`src/rtl/ram_portb_arbiter.sv`:
```
// rtl/ram_portb_arbiter.sv - port-B arbiter/sequencer for the data RAM (display vs UART loader)
module ram_portb_arbiter #(
    parameter int ADDR_W   = 11,
    parameter int DATA_W   = 32,
    parameter int DEPTH    = 2048,
    parameter int MAX_WAIT = 8
) (
    input  logic              clk,
    input  logic              rst,
    input  logic              disp_req,
    input  logic [ADDR_W-1:0] disp_addr,
    output logic              disp_gnt,
    output logic              disp_rvalid,
    output logic [DATA_W-1:0] disp_rdata,
    input  logic              ld_req,
    input  logic              ld_we,
    input  logic [ADDR_W-1:0] ld_addr,
    input  logic [DATA_W-1:0] ld_wdata,
    output logic              ld_gnt,
    output logic              ld_rvalid,
    output logic [DATA_W-1:0] ld_rdata,
    output logic              ld_err,
    output logic [ADDR_W-1:0] ram_addr_b,
    output logic [DATA_W-1:0] ram_data_b,
    output logic              ram_wren_b,
    input  logic [DATA_W-1:0] ram_q_b
);

    typedef enum logic [1:0] {OWN_NONE, OWN_DISP, OWN_LOAD} owner_t;

    localparam logic [7:0]      MAX_W   = 8'(MAX_WAIT);
    localparam logic [ADDR_W:0] DEPTH_L = (ADDR_W+1)'(DEPTH);

    logic [7:0]        starve_cnt;
    owner_t            rd_owner;
    owner_t            owner_d;
    logic              oor;
    logic              ld_in_range;
    logic [ADDR_W-1:0] addr_q;
    logic [DATA_W-1:0] disp_rdata_q;
    logic [DATA_W-1:0] ld_rdata_q;

    assign ld_in_range = ({1'b0, ld_addr} < DEPTH_L);

    // Fixed priority to the display unless the loader has waited MAX_WAIT cycles; no grants in reset
    always_comb begin
        disp_gnt = 1'b0;
        ld_gnt   = 1'b0;
        if (!rst) begin
            if (ld_req && (!disp_req || starve_cnt == MAX_W))
                ld_gnt = 1'b1;
            else if (disp_req)
                disp_gnt = 1'b1;
        end
    end

    // Port mux; when idle the address holds the last driven value
    always_comb begin
        ram_addr_b = addr_q;
        ram_data_b = ld_wdata;
        ram_wren_b = 1'b0;
        owner_d    = OWN_NONE;
        if (ld_gnt) begin
            ram_addr_b = ld_addr;
            ram_wren_b = ld_we && ld_in_range;
            if (!ld_we)
                owner_d = OWN_LOAD;
        end else if (disp_gnt) begin
            ram_addr_b = disp_addr;
            owner_d    = OWN_DISP;
        end
    end

    // Read return routing: one cycle after the grant, to whoever issued the read
    always_comb begin
        disp_rvalid = (rd_owner == OWN_DISP);
        ld_rvalid   = (rd_owner == OWN_LOAD);
        disp_rdata  = disp_rvalid ? ram_q_b : disp_rdata_q;
        if (ld_rvalid)
            ld_rdata = oor ? {DATA_W{1'b1}} : ram_q_b;
        else
            ld_rdata = ld_rdata_q;
    end

    // State: address mirror, starvation counter, read owner, held read data, sticky error
    always_ff @(posedge clk or posedge rst) begin
        if (rst) begin
            addr_q       <= '0;
            starve_cnt   <= '0;
            rd_owner     <= OWN_NONE;
            oor          <= 1'b0;
            ld_err       <= 1'b0;
            disp_rdata_q <= '0;
            ld_rdata_q   <= '0;
        end else begin
            if (disp_gnt || ld_gnt)
                addr_q <= ram_addr_b;
            if (ld_req && !ld_gnt)
                starve_cnt <= (starve_cnt == MAX_W) ? starve_cnt : starve_cnt + 8'd1;
            else
                starve_cnt <= '0;
            rd_owner <= owner_d;
            oor      <= ld_gnt && !ld_in_range;
            if (ld_gnt && !ld_in_range)
                ld_err <= 1'b1;
            if (disp_rvalid)
                disp_rdata_q <= disp_rdata;
            if (ld_rvalid)
                ld_rdata_q <= ld_rdata;
        end
    end

endmodule

```
`config.mk`:
```
export PLATFORM = sky130hd
export DESIGN_NAME = ram_portb_arbiter
export DESIGN_NICKNAME = d
export VERILOG_FILES = /design/src/rtl/ram_portb_arbiter.sv
export SDC_FILE = /design/constraint.sdc
export NUM_CORES = 1
export LEC_CHECK = 0
export CORE_ASPECT_RATIO = 2
export CORE_MARGIN = 2
export CORE_UTILIZATION = 35
export DETAILED_ROUTE_END_ITERATION = 7
export PLACE_DENSITY = 0.66
export SLEW_MARGIN = 20
export SYNTH_ARGS = -nofsm -noshare
export SYNTH_HDL_FRONTEND = slang
export SYNTH_SLANG_ARGS = --single-unit
```
`constraint.sdc`:
```
create_clock -name clk -period 5.3 [get_ports clk]
set_input_delay 1.06 -clock clk [delete_from_list [all_inputs] [get_ports clk]]
set_output_delay 1.06 -clock clk [all_outputs]
set_load 0.1 [all_outputs]
```
==> impl_metrics.yaml <==
run_status:
  status: "completed"
placed_design:
  portBuffers: 138
  place_congestion: 0.723
  dpl_cell_area_sq_um: 5860
  place_hpwl_microns: 7550
layout:
  fin_nets: 546
  fill_cells: 1182
  layout_common_cells: "128 x mux2_2, 123 x clkdlybuf4s50_1, 85 x dfrtp_1, 23 x buf_4, 20 x a221o_1"
  register_area_sq_um: 2130
  diodes: 0
  drive_above_1_share: 0.404
  fin_util: 0.479
  multi_input_area_sq_um: 2120
  final_common_cell: "mux2_2"
  design_area_sq_um: 6180
  syn_to_final_growth_pct: 34.3
setup_path:
  crit_path_end_kind: "output pin"
  crit-reg2reg-capture: "addr_q[9]$_DFFE_PP0P_"
  worstSetupStartpointType: "input port"
  critPathMaxStageDelay_ps: 500
  cp.arrival_ps: 3000
  crit_slowest_cell: "clkdlybuf4s50_1"
  cp_top_family: "buffers and inverters"
  regToRegSetupSlack_ps: 3420
  cp_data_required_time_ps: 4240
  path_class: "input port to output pin"
  ff2ff_path_depth: 4
  r2r-start: "starve_cnt[6]$_DFFE_PP0P_"
  path_max_fanout: 33
  crit_path_frequent_cell: "buf_4"
  path_buf_inv: 5
  worstPathCellList: "clkdlybuf4s50_1, clkinvlp_4, buf_4, o21ai_1, buf_4, a221o_1, buf_4"
  crit_start: "rst"
timing:
  drv_slew: 0
  fin_setup_tns_ps: 0
  max_freq_mhz: 246
  finalHoldViolCount: 0
  post-route-period-util: 0.767
  slew_headroom: 0.320
  fin_crit_ps: 4060
  clock_skew_ps: 4.90
  finalSetupViolations: 0
  tightest_slew_ps: 1020
  grt_setup_unrepaired: "false"
logic_synthesis:
  synth.top_cell.area_share: 0.462
  postSynthAreaPerCell_sq_um: 13.2
  syn_inst: 349
  synth_area_leader_cell: "dfrtp_1"
  yosysSeqAreaShare: 0.462
  syn_area_sq_um: 4600
  synth_edf_count: 0
  ys_seq_elements: 85
  synthDistinctLibCells: 32
  ys_warn_count: 0
  ys_top_cells_by_area: "dfrtp_1 46%, mux2_2 31%, buf_4 5.4%"
  async_reset_ff_frac: 1.00
  synth.net_count: 442
  yosys_most_used_dff: "dfrtp_1"
worst_hold_path:
  min_to: "ld_rdata_q[2]$_DFFE_PP0P_"
  hold_start: "ld_rdata_q[2]$_DFFE_PP0P_"
  hp-class: "register to register"
  hold_path_depth: 1
detailed_routing:
  vias_per_cell: 5.11
  drtIter0Drc: 117
  drtAntennaViolNets: 0
  drc: 0
  vias: 3119
  detail_route.wl_per_cell_microns: 16.4
  drtPass1Iterations: 4
  routed_wl_microns: 10000
global_routing:
  grt_pass1_wl_microns: 16200
  grt_overflow_total: 0
  antenna_found_initial: 1
  grt_usage: 0.143
  grt_pass1_vias: 3309
  grt_max_degree: 54
clock_network:
  h-tree-depth: 3
  cts_tree: "yes"
  clock_latency_ps: 330
  cts_made_buffers: 9
  cts_setup_buffers: 0
  cts_resized: 0
  clock_sinks: 85
  clockRootBuffer: "clkbuf_16"
  clk_pin_slew_worst_paths_ps: 50
  cts_hold_buf: 0
  cts_buffer_depth: 2
pwr:
  powerDensity_nw_per_um2: 473
  cellLeakagePower_uw: 0.00253
  vdd_ir_drop_max_v: 0.000279
  p_total_uw: 2920
floorplan:
  core_sq_um: 12900
  fp.dieH_microns: 166
  die_area_sq_um: 14100
  fp-row-count: 59
  dieWidth_microns: 85.1
  start_util: 0.356
  boundaryPins: 204
job:
  cap_violations: 0
## per-layer routing
layer,up-vias,share of wire,global-route usage
met5,-,0,0
met4,0,0.026,0.0628
met3,29,0.057,0.0318
met2,108,0.57,0.273
met1,1537,0.34,0.140
li1,1445,-,-
## logic make-up after synthesis
| kind of cell | count (synthesis) | share of synthesized area |
|---|---|---|
| adder cells (fa/ha/maj) | 2 | 0.00543 |
| AO/OA/AOI/OAI | 28 | 0.0565 |
| buffers and inverters | 56 | 0.0807 |
| flip-flops | 85 | 0.462 |
| multiplexers | 129 | 0.315 |
| AND/OR/NAND/NOR | 42 | 0.0679 |
| XOR/XNOR | 6 | 0.0114 |
| other | 1 | 0.000814 |
## cell usage after synthesis (all sizes together) (3+ instances only)
cell	number
and3	13
dfrtp	85
clkbuf	5
a21oi	3
inv	3
nor2b	5
a221o	20
and2	4
nand3	6
buf	48
mux2	128
xor2	5
nor2	8
## worst max path at each step
stage | endpoint | slack [ps] | cells past startpoint
final | ram_addr_b[1] | 1240 | 7
after global routing | ram_addr_b[8] | 1030 | 7
after CTS | ram_addr_b[6] | 1200 | 7
after detailed placement | ram_addr_b[0] | 1190 | 7
after global placement | ram_addr_b[2] | 1250 | 7
after floorplan | ram_addr_b[0] | 540 | 4
## through the flow
step           setup WS (ps)  instances  hold WS (ps)
2_1_floorplan            539        349           477
3_3_place_gp            1250        594           485
3_5_place_dp            1190        594           492
4_1_cts                 1200        610           505
5_1_grt                 1030        610           520
6_report                1240        610           502
## final cells by class
class	count	share of cell area
clock buffer	11	0.0393
clock inverter	5	0.0134
timing repair buffer	146	0.227
tap	152	0.0308
inverter	3	0.00243
multi-input combinational	208	0.343
sequential	85	0.344
## flip-flops by register name, summed over array words and instances (netlist names)
signal        cells
disp_rdata_q     32
ld_rdata_q       32
addr_q           11
starve_cnt        8
rd_owner          2
## power by group
group / internal (uW) / switching [uW]
logic: 402 / 1020
clock network: 427 / 249
registers: 763 / 56.4
total: 1590 / 1330
(Power assumes the default switching activity.)
==> RTL change, RTL diff (config.mk and constraints unchanged) <==
Re-encode `owner_t` (3 values) as one-hot, 3 bits wide.
--- a/src/rtl/ram_portb_arbiter.sv
+++ b/src/rtl/ram_portb_arbiter.sv
@@ -27,5 +27,5 @@
 );
 
-    typedef enum logic [1:0] {OWN_NONE, OWN_DISP, OWN_LOAD} owner_t;
+    typedef enum logic [2:0] {OWN_NONE = 3'b001, OWN_DISP = 3'b010, OWN_LOAD = 3'b100} owner_t;
 
     localparam logic [7:0]      MAX_W   = 8'(MAX_WAIT);
Check against the original RTL: same outputs for any inputs over 4 cycles, from zero or initial values and one cycle with rst high; so few cycles prove little.
==> RTL change against the original RTL <==
- sequential share of layout area decreased by 0.14 points
- combinational power is 9.8% higher
- synthesized cell count is 0.29% lower
- power is 5.5% higher
- sequential power is 2.4% higher
- cell area grew 1.6%
- worst setup slack got worse by 0.21 ns
- synthesized area down 1.0%
- critical endpoint is now ram_addr_b[3]
- wire length down 7.8%
- sequential cell count is 1 higher
==> RTL change: results (changes against the original RTL) <==
Power share of the combinational group - 50.9% (was 48.8%)
Post-Synthesis Net Count - 441 (was 442)
Grt met1 use - 17.8% (was 14.0%)
Largest net degree at the start of global routing - 67 (was 54)
Met2 usage - 19.9% (was 27.3%)
Synth Area in Compound Gates - 5.68% (was 5.65%)
Tot GR Track Use - 13.2% (was 14.3%)
Main area contributors after synthesis - dfrtp_1 47%, mux2_2 32%, buf_4 5.8% (was dfrtp_1 46%, mux2_2 31%, buf_4 5.4%)
Post-Route WL - 9230 um (was 10,000 um)
First-pass GRT wire length - 15,100 um (was 16,200 um)
Reg2Reg Setup Slack - 3.11 ns (was 3.42 ns)
Post-synth top cells - 128 x mux2_2, 85 x dfrtp_1, 35 x buf_4 (was 128 x mux2_2, 85 x dfrtp_1, 33 x buf_4)
Synth Area in Adders - 0.549% (was 0.543%)
Worst Min Path Start - disp_rdata_q[18] (was ld_rdata_q[2])
Maximum vdd drop - 0.319 mV (was 0.279 mV)
Seq/Total Area, Yosys - 47.3% (was 46.2%)
Vias after detailed routing - 3,038 (was 3,119)
Net count reported at finish - 545 (was 546)
Sequential power share - 27.2% (was 28.0%)
Initial antenna violation count - 0 (was 1)
Critical path data arrival time - 3.22 ns (was 3.00 ns)
Worst r2r dst - addr_q[7] (was addr_q[9])
WL met3 - 723 um (was 574 um)
End point of the critical path - ram_addr_b[3] (was ram_addr_b[1])
Worst Hold End - disp_rdata_q[18] (was ld_rdata_q[2])
Met2 WL - 4050 um (was 5720 um)
Status - finished clean (unchanged)
Synth Area in XOR/XNOR - 1.15% (was 1.14%)
Post-DP HPWL - 6420 um (was 7550 um)
LEAKAGE - 0.00263 uW (was 0.00253 uW)
GP Congestion - 0.727 (was 0.723)
Max-slew headroom - 32.0% (about the same)
Iter 0 DRT Violations - 106 (was 117)
Layout cells sized above 1 - 39.2% (was 40.4%)
CP max FO - 26 (was 33)
Register-to-Register Path Depth - 5 (was 4)
Number of global-route vias before repair - 3,096 (was 3,309)
Clock skew - 0.00814 ns (was 0.00490 ns)
Met3 global-route usage - 5.07% (was 3.18%)
Post-synthesis mux area share - 31.9% (was 31.5%)
M1 WL - 4340 um (was 3450 um)
RTL change: cell count changes after synthesis, moves of 3 or more:
| cell | unedited run | this run |
|---|---|---|
| and3_4 | 8 | 0 |
| a221o_2 | 0 | 3 |
| nor2b_1 | 5 | 1 |
| and2_1 | 2 | 13 |
RTL change: final cells by class:
class | count | area, um^2
fillers | 1162 | 6560
inverters | 4 | 18.8
repair buffers | 146 | 1560
well taps | 152 | 190
clock inverters | 6 | 85.1
clock buffers | 10 | 239
multi-input cells | 205 | 2030
flip-flops and latches | 86 | 2150
RTL change: metrics by stage:
step / std cells / worst slack (ns) / hold slack [ns]
final: 609 / 1.02 / 0.500
after global routing: 609 / 0.726 / 0.515
after CTS: 609 / 0.942 / 0.506
after detailed placement: 593 / 0.936 / 0.492
after global placement: 593 / 0.939 / 0.485
after floorplan: 348 / 0.385 / 0.477
RTL change: critical path, cell delays in order:
cell	delay, ns
clkdlybuf4s50_1	0.51
clkinvlp_4	0.46
o21ai_0	0.55
and2_1	0.26
a221o_1	0.17
buf_12	0.19
